**src/rtl/muldiv_sequencer_if.sv**
```systemverilog
// Request/response bundle between the execute stage and the RV32M multiply/divide sequencer.
interface muldiv_sequencer_if #(parameter int XLEN = 32);
  logic            start;
  logic [2:0]      op;
  logic [XLEN-1:0] operand1;
  logic [XLEN-1:0] operand2;
  logic            kill;
  logic            busy;
  logic            stall;
  logic            done;
  logic [XLEN-1:0] result;

  modport master (output start, op, operand1, operand2, kill,
                  input  busy, stall, done, result);
  modport slave  (input  start, op, operand1, operand2, kill,
                  output busy, stall, done, result);
endinterface

```
**src/rtl/muldiv_sequencer.sv**
```systemverilog
// Multi-cycle RV32M sequencer: 32-step shift-add multiply / restoring divide on magnitudes,
// with sign fixup and a one-cycle done pulse.
module muldiv_sequencer #(
  parameter int XLEN = 32
) (
  input  logic              clk,
  input  logic              reset,
  muldiv_sequencer_if.slave bus
);

  typedef enum logic [1:0] {IDLE, CALC, FINISH} state_e;

  localparam logic [XLEN-1:0] ALL1 = '1;
  localparam logic [XLEN-1:0] SMIN = {1'b1, {(XLEN-1){1'b0}}};

  state_e          state_q, state_d;
  logic [4:0]      cnt_q, cnt_d;
  logic [2:0]      op_q, op_d;
  logic [XLEN-1:0] acc_q, acc_d;   // product high half / partial remainder
  logic [XLEN-1:0] lo_q, lo_d;     // multiplier->product low / dividend->quotient
  logic [XLEN-1:0] b_q, b_d;       // multiplicand / divisor magnitude
  logic            neg_q, neg_d;   // product or quotient negated
  logic            rneg_q, rneg_d; // remainder takes dividend sign
  logic            spec_q, spec_d; // lo_q already holds the final special-case value
  logic            done_q;
  logic [XLEN-1:0] result_q;
  logic [XLEN-1:0] fin_res;

  // operand decode
  logic            sgn1, sgn2, s1n, s2n, div0, ovf;
  logic [XLEN-1:0] mag1, mag2;

  always_comb begin
    sgn1 = (bus.op == 3'b001) || (bus.op == 3'b010) || (bus.op == 3'b100) || (bus.op == 3'b110);
    sgn2 = (bus.op == 3'b001) || (bus.op == 3'b100) || (bus.op == 3'b110);
    s1n  = sgn1 & bus.operand1[XLEN-1];
    s2n  = sgn2 & bus.operand2[XLEN-1];
    mag1 = s1n ? (~bus.operand1 + 1'b1) : bus.operand1;
    mag2 = s2n ? (~bus.operand2 + 1'b1) : bus.operand2;
    div0 = bus.op[2] && (bus.operand2 == '0);
    ovf  = bus.op[2] && !bus.op[0] && (bus.operand1 == SMIN) && (bus.operand2 == ALL1);
  end

  // one iteration of each algorithm
  logic [XLEN:0]   mul_sum;
  logic [XLEN:0]   div_sh;
  logic [XLEN-1:0] div_diff;
  logic            div_ge;

  always_comb begin
    mul_sum  = {1'b0, acc_q} + (lo_q[0] ? {1'b0, b_q} : '0);
    div_sh   = {acc_q, lo_q[XLEN-1]};
    div_ge   = div_sh >= {1'b0, b_q};
    div_diff = div_sh[XLEN-1:0] - b_q;
  end

  always_ff @(posedge clk) begin
    if (reset) begin
      state_q  <= IDLE;
      cnt_q    <= '0;
      op_q     <= '0;
      acc_q    <= '0;
      lo_q     <= '0;
      b_q      <= '0;
      neg_q    <= 1'b0;
      rneg_q   <= 1'b0;
      spec_q   <= 1'b0;
      done_q   <= 1'b0;
      result_q <= '0;
    end else begin
      state_q <= state_d;
      cnt_q   <= cnt_d;
      op_q    <= op_d;
      acc_q   <= acc_d;
      lo_q    <= lo_d;
      b_q     <= b_d;
      neg_q   <= neg_d;
      rneg_q  <= rneg_d;
      spec_q  <= spec_d;
      done_q  <= (state_q == FINISH) && !bus.kill;
      if ((state_q == FINISH) && !bus.kill) result_q <= fin_res;
    end
  end

  always_comb begin
    state_d = state_q;
    cnt_d   = cnt_q;
    op_d    = op_q;
    acc_d   = acc_q;
    lo_d    = lo_q;
    b_d     = b_q;
    neg_d   = neg_q;
    rneg_d  = rneg_q;
    spec_d  = spec_q;
    case (state_q)
      IDLE: begin
        if (bus.start && !bus.kill) begin
          op_d   = bus.op;
          acc_d  = '0;
          lo_d   = mag1;
          b_d    = mag2;
          cnt_d  = '0;
          neg_d  = s1n ^ s2n;
          rneg_d = s1n;
          spec_d = 1'b0;
          state_d = CALC;
          if (div0) begin
            spec_d  = 1'b1;
            lo_d    = bus.op[1] ? bus.operand1 : ALL1;
            state_d = FINISH;
          end else if (ovf) begin
            spec_d  = 1'b1;
            lo_d    = bus.op[1] ? '0 : SMIN;
            state_d = FINISH;
          end
        end
      end
      CALC: begin
        if (bus.kill) begin
          state_d = IDLE;
        end else begin
          if (op_q[2]) begin
            acc_d = div_ge ? div_diff : div_sh[XLEN-1:0];
            lo_d  = {lo_q[XLEN-2:0], div_ge};
          end else begin
            acc_d = mul_sum[XLEN:1];
            lo_d  = {mul_sum[0], lo_q[XLEN-1:1]};
          end
          cnt_d = cnt_q + 5'd1;
          if (cnt_q == 5'd31) state_d = FINISH;
        end
      end
      FINISH:  state_d = IDLE;
      default: state_d = IDLE;
    endcase
  end

  logic [2*XLEN-1:0] prod, prod_f;
  logic [XLEN-1:0]   quo_f, rem_f;

  always_comb begin
    prod   = {acc_q, lo_q};
    prod_f = neg_q ? (~prod + 1'b1) : prod;
    quo_f  = neg_q ? (~lo_q + 1'b1) : lo_q;
    rem_f  = rneg_q ? (~acc_q + 1'b1) : acc_q;
    case (op_q)
      3'b000:         fin_res = prod_f[XLEN-1:0];
      3'b100, 3'b101: fin_res = quo_f;
      3'b110, 3'b111: fin_res = rem_f;
      default:        fin_res = prod_f[2*XLEN-1:XLEN];
    endcase
    if (spec_q) fin_res = lo_q;
    bus.busy   = (state_q != IDLE);
    bus.stall  = (state_q != IDLE) || (bus.start && (state_q == IDLE));
    bus.done   = done_q;
    bus.result = result_q;
  end

endmodule

```
**src/flat_wrapper.sv**
```systemverilog
// flat-port wrapper written by rule: the top's interface ports become plain ports
module muldiv_sequencer_flat 
#(
  parameter int XLEN = 32
)
  (clk, reset, bus_start, bus_op, bus_operand1, bus_operand2, bus_kill, bus_busy, bus_stall, bus_done, bus_result);
  muldiv_sequencer_if #(.XLEN(XLEN)) bus_i ();
  input  logic clk;
  input  logic reset;
  input wire logic [$bits(bus_i.start)-1:0] bus_start;
  input wire logic [$bits(bus_i.op)-1:0] bus_op;
  input wire logic [$bits(bus_i.operand1)-1:0] bus_operand1;
  input wire logic [$bits(bus_i.operand2)-1:0] bus_operand2;
  input wire logic [$bits(bus_i.kill)-1:0] bus_kill;
  output wire logic [$bits(bus_i.busy)-1:0] bus_busy;
  output wire logic [$bits(bus_i.stall)-1:0] bus_stall;
  output wire logic [$bits(bus_i.done)-1:0] bus_done;
  output wire logic [$bits(bus_i.result)-1:0] bus_result;
  assign bus_i.start = bus_start;
  assign bus_i.op = bus_op;
  assign bus_i.operand1 = bus_operand1;
  assign bus_i.operand2 = bus_operand2;
  assign bus_i.kill = bus_kill;
  assign bus_busy = bus_i.busy;
  assign bus_stall = bus_i.stall;
  assign bus_done = bus_i.done;
  assign bus_result = bus_i.result;
  muldiv_sequencer #(.XLEN(XLEN)) u_core (.clk(clk), .reset(reset), .bus(bus_i));
endmodule
```
**config.mk**
```make
export PLATFORM = sky130hd
export DESIGN_NAME = muldiv_sequencer_flat
export DESIGN_NICKNAME = d
export VERILOG_FILES = /design/src/rtl/muldiv_sequencer_if.sv /design/src/rtl/muldiv_sequencer.sv /design/src/flat_wrapper.sv
export SDC_FILE = /design/constraint.sdc
export NUM_CORES = 1
export LEC_CHECK = 0
export ABC_AREA = 1
export CORE_ASPECT_RATIO = 0.8
export CORE_MARGIN = 2
export CORE_UTILIZATION = 40
export CTS_BUF_LIST = sky130_fd_sc_hd__clkbuf_8
export CTS_CLUSTER_SIZE = 30
export DETAILED_ROUTE_END_ITERATION = 10
export SYNTH_ARGS = -nofsm -noshare
export SYNTH_HDL_FRONTEND = slang
export SYNTH_SLANG_ARGS = --single-unit
```
**constraint.sdc**
```tcl
create_clock -name clk -period 3.3 [get_ports clk]
set_clock_uncertainty 0.2 [all_clocks]
set_input_delay 0.66 -clock clk [delete_from_list [all_inputs] [get_ports clk]]
set_output_delay 0.66 -clock clk [all_outputs]
set_load 0.02 [all_outputs]
```
==> metrics.md, run 1 <==
| Metric | Value |
|---|---|
| Outcome | completed |
| TritonCTS Sinks | 142 |
| Cell Chain, Critical Path | buf_12 -> nand2_1 -> fa_1 -> inv_1 -> nand3_1 -> nand3_2 -> nand2_1 -> nand2_1 -> nand2_1 -> nand2_1 -> nand2_1 -> nand3_1 -> nand2_1 -> nor2_1 -> nor2_1 -> nand2_1 -> a21oi_1 |
| Die Width | 238 µm |
| Final core occ | 47.2% |
| CP Class | reg -> reg |
| Synthesized Nets | 3,452 |
| Clock slew at reported path FFs | 0.10 ns |
| Detail Placement HPWL | 69,800 µm |
| Depth of the CTS H-tree | 4 |
| Slowest stage delay, CP | 0.50 ns |
| CP bufs+invs | 2 |
| Routed len/inst | 21.2 µm |
| Diode count | 0 |
| Commonest non-fill, non-tap cell in the layout | nand2_1 |
| Critical Path Fanout Max | 34 |
| Antenna viol nets, final | 0 |
| Vias per cell | 5.65 |
| DR DRC count | 0 |
| Synth Instances | 3,308 |
| Hold_buf cts | 0 |
| GRT Residual Overflow | 0 |
| Clock insertion delay at the later pin of the skew report | 0.51 ns |
| Family with the most delay on the worst path | simple AND/OR/NAND/NOR gates |
| Post-synthesis register bit count | 142 |
| Final setup fails | 0 |
| Leakage | 0.0105 µW |
| Minimum clock period | 3.15 ns |
| Num CTS Buffers | 17 |
| Max Buffers Root-to-Sink | 2 |
| Synthesized area per cell | 5.31 µm² |
| TritonCTS clock tree | built |
| Maxcap violations | 0 |
| Routed via count | 22,773 |
| Nets | 3,601 |
| Tightest Hold Check Type | reg -> reg |
| Chip height | 191 µm |
| Routability congestion estimate | 1.07 |
| FP Rows | 68 |
| Register area share after synthesis | 16.2% |
| Peak VDD IR | 0.000266 V |
| Min Hold Slack | 0.266 ns |
| Worst endpoint data arrival time | 3.32 ns |
| Synth Cell Area | 0.0176 mm² |
| Worst EP required | 3.47 ns |
| Placed Cells | 3,998 |
| Tcrit/Tclk final | 95.5% |
| Iteration-0 DRC Markers | 3,154 |
| Die footprint | 0.0456 mm² |
| Setup crit start kind | flop |
| Fin cells | 4,030 |
| Global-route wire length before repair | 126,000 µm |
| Largest net degree at the start of global routing | 86 |
| RSZ-0062 raised after global routing | false |
| Final hold vios | 0 |
| Overall routing resource usage | 36.9% |
| DRT Wirelength | 85,600 µm |
| First-pass DRT Iterations | 6 |
| Crit. End Element | flop |
| Power density over the cells | 289 mW/mm² |
| Count of cell types in the netlist | 47 |
| Commonest non-fill, non-tap cells in the layout | 1,018 x nand2_1, 480 x inv_1, 345 x nor2_1 |
| Initial Utilization | 40.6% |
| Slew headroom | 45.9% |
| Worst slew pin tran | 0.811 ns |
| # port buffers | 105 |
| Post-CTS Setup Repair Bufs | 0 |
| Core Region | 0.0432 mm² |
| Root Driver | clkbuf_8 |
| F_max | 317 MHz |
| Initial antenna violation count | 1 |
| CP most frequent cell | nand2_1 |
| Layout cell share with drive strength beyond 1 | 6.95% |
| Area delta synth->final | 16.2% |
| Max-slew violations | 0 |
| Power, Total | 5890 µW |
| Vias in the first global route | 20,278 |
| Ys Warns | 0 |
| Io pins | 106 |
| Setup_tns | 0 ns |
| Slowest CP cell | fa_1 |
| Fillers | 4,813 |
[final timing paths]
check             cells past startpoint              endpoint                 start  slack [ns]
setup / recovery                     17      u_core.acc_q[27]        u_core.lo_q[0]        0.15
hold / removal                        2  u_core.bus.result[5]  u_core.bus.result[5]        0.27
setup reg to reg                     17      u_core.acc_q[27]        u_core.lo_q[0]        0.15
hold reg to reg                       2  u_core.bus.result[5]  u_core.bus.result[5]        0.27
[what timing repair did]
action | in CTS | in global routing
endpoints found under the setup margin | 0 | 4
resized for setup | 0 | 2
endpoints found under the hold margin | 0 | 0
[registers in the layout, summed over array words and instances, names as in the netlist]
signal / flops
u_core.state_q: 2
u_core.bus.result: 32
u_core.cnt_q: 5
u_core.op_q: 3
u_core.spec_q: 1
u_core.b_q: 32
u_core.acc_q: 32
u_core.neg_q: 1
u_core.lo_q: 32
u_core.bus.done: 1
u_core.rneg_q: 1
[power breakdown]
part	total [µW]	internal, µW	switching (µW)
clock network	1730	911	823
logic	2250	705	1540
registers	1910	1790	122
total	5890	3410	2490
[routing by layer]
metal  global-route usage [%]  routed length (µm)  share of wire, %
met4                     8.20                1720               2.0
met2                     50.2               32500                38
met5                        0                  13             0.015
met1                     56.9               40400                47
met3                     9.16               10900                13
[logic make-up (layout without fill, tap and decap cells)]
| family | Yosys count | after routing | share of synthesized area, % |
|---|---|---|---|
| compound gates | 586 | 586 | 17.6 |
| buf+inv | 601 | 763 | 13.2 |
| fa+ha+maj | 73 | 73 | 5.29 |
| xor+xnor | 74 | 74 | 3.69 |
| simple gates | 1832 | 1832 | 44.0 |
| flops | 142 | 142 | 16.2 |
[stage by stage]
stage / area [µm²] / setup WS [ns]
floorplan: 17600 / 0.484
global placement: 19900 / 0.128
detailed placement: 19900 / 0.0400
CTS: 20400 / 0.174
global route: 20400 / 0.0168
finish: 20400 / 0.148
[synth_stat cells (all sizes together)]
| cell type | n | area share [%] |
|---|---|---|
| fa | 2 | 0.23 |
| clkinv | 1 | 0.021 |
| xnor2 | 18 | 0.90 |
| o31ai | 5 | 0.21 |
| o21bai | 7 | 0.30 |
| xor2 | 56 | 2.8 |
| inv | 491 | 10 |
| nor3 | 44 | 1.3 |
| buf | 36 | 1.1 |
| nand3b | 15 | 0.64 |
| nor4 | 6 | 0.21 |
| o211ai | 19 | 0.81 |
| clkbuf | 73 | 1.6 |
| a21o | 1 | 0.043 |
| a211oi | 2 | 0.085 |
| dfxtp | 142 | 16 |
| nand3 | 288 | 8.4 |
| o41ai | 1 | 0.050 |
| o21a | 2 | 0.085 |
| a21oi | 278 | 8.0 |
| o221ai | 4 | 0.20 |
| nand2 | 1034 | 22 |
| and2 | 5 | 0.18 |
| a31oi | 9 | 0.32 |
| nand4 | 67 | 2.4 |
| nor2 | 368 | 8.3 |
| ha | 71 | 5.1 |
| o22ai | 4 | 0.14 |
| nor3b | 1 | 0.071 |
| a221oi | 2 | 0.10 |
| o21ai | 252 | 7.2 |
| or2 | 4 | 0.14 |
[cell type report]
| cell class | count | area (µm²) | share of cell area (%) |
|---|---|---|---|
| clock buffer | 17 | 234 | 1.15 |
| clock inverter | 15 | 233 | 1.14 |
| inverter | 492 | 1850 | 9.05 |
| multi-input combinational | 2565 | 12400 | 60.9 |
| sequential | 142 | 2850 | 14.0 |
| tap | 560 | 701 | 3.43 |
| timing repair buffer | 239 | 2130 | 10.4 |
[worst min-delay path: stages (launching register included)]
cell and delay (ns):
dfxtp_1 0.31, nand2_1 0.06, a21oi_1 0.05
Power figures use the tool's default switching activity.
==> inputs of run 2 (changes only) <==
- clock period: 3.3 -> 3.47 ns (I/O delays scaled with it)
==> metrics.md, run 2 (synthesized netlist as in run 1, its figures left out) <==
| Metric | Value |
|---|---|
| Routed via count | 22,485 (-1.3%) |
| Post-CTS Setup Repair Bufs | 0 (unchanged) |
| GRT Residual Overflow | 0 (unchanged) |
| Detail Placement HPWL | 68,300 µm (-2.1%) |
| Initial Utilization | 40.6% (unchanged) |
| Routability congestion estimate | 1.07 (about the same) |
| Initial antenna violation count | 2 (+1) |
| Post-cts sizing count | 0 (unchanged) |
| Worst EP required | 3.73 ns (+0.26 ns) |
| Hold_buf cts | 0 (unchanged) |
| F_max | 303 MHz (-4.5%) |
| Layout cell share with drive strength beyond 1 | 5.91% (-1.0 points) |
| Nets | 3,565 (-1.0%) |
| Worst slew pin tran | 0.841 ns (+0.0301 ns) |
| Commonest non-fill, non-tap cell in the layout | nand2_1 |
| Final hold vios | 0 (unchanged) |
| Die Width | 238 µm (unchanged) |
| Depth of the CTS H-tree | 4 (unchanged) |
| Routed len/inst | 21.2 µm (about the same) |
| Final setup fails | 0 (unchanged) |
| Overall routing resource usage | 36.7% (-0.22 points) |
| Root Driver | clkbuf_8 |
| Clock insertion delay at the later pin of the skew report | 0.54 ns (+0.03 ns) |
| Fillers | 4,905 (+1.9%) |
| Num CTS Buffers | 17 (unchanged) |
| Power density over the cells | 262 mW/mm² (-9.2%) |
| Setup crit start kind | flop |
| DR DRC count | 0 (unchanged) |
| Worst endpoint data arrival time | 3.56 ns (+0.24 ns) |
| TritonCTS Sinks | 142 (unchanged) |
| Vias in the first global route | 20,274 (-0.020%) |
| Max Buffers Root-to-Sink | 2 (unchanged) |
| Critical Path Fanout Max | 6 (-82%) |
| Max-slew violations | 0 (unchanged) |
| Die footprint | 0.0456 mm² (unchanged) |
| Crit. End Element | flop |
| FP Rows | 68 (unchanged) |
| # port buffers | 105 (unchanged) |
| Maxcap violations | 0 (unchanged) |
| Peak VDD IR | 0.000275 V (+3.3%) |
| Tightest Hold Check Type | reg -> reg |
| CP Class | reg -> reg |
| Multi-input logic area | 0.0124 mm² (about the same) |
| Area delta synth->final | 13.9% |
| DRT Wirelength | 84,800 µm (-0.91%) |
| Minimum clock period | 3.30 ns (+0.149 ns) |
| Iteration-0 DRC Markers | 3,068 (-2.7%) |
| RSZ-0062 raised after global routing | false |
| Outcome | completed |
| Tcrit/Tclk final | 95.1% (-0.37 points) |
| Storage element area | 0.00285 mm² (about the same) |
| Chip height | 191 µm (unchanged) |
| Setup_tns | 0 ns (unchanged) |
| Vias per cell | 5.63 (-0.40%) |
| Leakage | 0.0103 µW (-2.3%) |
| Pre-CTS WS | 0.146 ns (+0.106 ns) |
| Largest net degree at the start of global routing | 86 (unchanged) |
| Slew headroom | 43.9% (-2.0 points) |
| Fin worst setup slack | 0.169 ns (+0.0205 ns) |
| TritonCTS clock tree | built |
| Antenna viol nets, final | 0 (unchanged) |
| Io pins | 106 (unchanged) |
| Clock slew at reported path FFs | 0.11 ns (about the same) |
| Commonest non-fill, non-tap cells in the layout | 1,018 x nand2_1, 480 x inv_1, 345 x nor2_1 |
| Global-route wire length before repair | 125,000 µm (-0.58%) |
| Core Region | 0.0432 mm² (unchanged) |
| First-pass DRT Iterations | 9 (+3) |
-- run 2: per-stage QoR --
stage          std cells  power [µW]  hold slack, ns  area [µm²]  utilization, %
3_3_place_gp        3962        3830           0.254       19600            45.4
3_5_place_dp        3962        3820           0.254       19600            45.4
2_1_floorplan       3308        3050           0.245       17600               -
4_1_cts             3994        5180           0.269       20000            46.3
5_1_grt             3994        5510           0.286       20000            46.3
6_report            3995        5250           0.266       20000            46.3
-- run 2: critical path, stage by stage, from the launching register on --
cell and delay [ns]:
dfxtp_1 0.70, ha_1 0.40, nand2_1 0.20, inv_1 0.07
a21oi_1 0.32, nand2_1 0.25, nand2_1 0.11, nand2_1 0.11
nand2_1 0.18, nand2_1 0.07, nand2_1 0.06, nand2_1 0.06
nand2_1 0.18, nand4_1 0.14, a21oi_1 0.15
-- run 2: layout make-up --
type	count	area share, %
Inverter	492	9.23
Clock inverter	15	0.719
Clock buffer	17	1.17
Multi-Input combinational cell	2565	62.1
Timing Repair Buffer	203	9.09
Sequential cell	142	14.2
Tap cell	560	3.50
Antenna cell	1	0.0125
-- run 2: worst paths after layout --
kind / from / end / cells past startpoint / slack [ns]
worst min-delay path: u_core.bus.result[28] / u_core.bus.result[28] / 2 / 0.27
worst max register to register: u_core.acc_q[5] / u_core.acc_q[31] / 14 / 0.17
worst min register to register: u_core.bus.result[28] / u_core.bus.result[28] / 2 / 0.27
worst max-delay path: u_core.acc_q[5] / u_core.acc_q[31] / 14 / 0.17
-- run 2: routing by layer --
metal | vias to the layer above | wire length (µm) | global-route usage [%] | share of wire [%]
li1 | 10852 | - | - | -
met5 | - | 13 | 0 | 0.015
met4 | 2 | 2040 | 9.28 | 2.4
met3 | 125 | 11400 | 10.5 | 13
met1 | 10205 | 39500 | 55.4 | 47
met2 | 1301 | 31800 | 49.8 | 38
-- run 2: report_power, final --
part	switching, µW	internal (µW)	total (µW)
Clock	842	528	1370
Sequential	110	1700	1810
Combinational	1440	626	2060
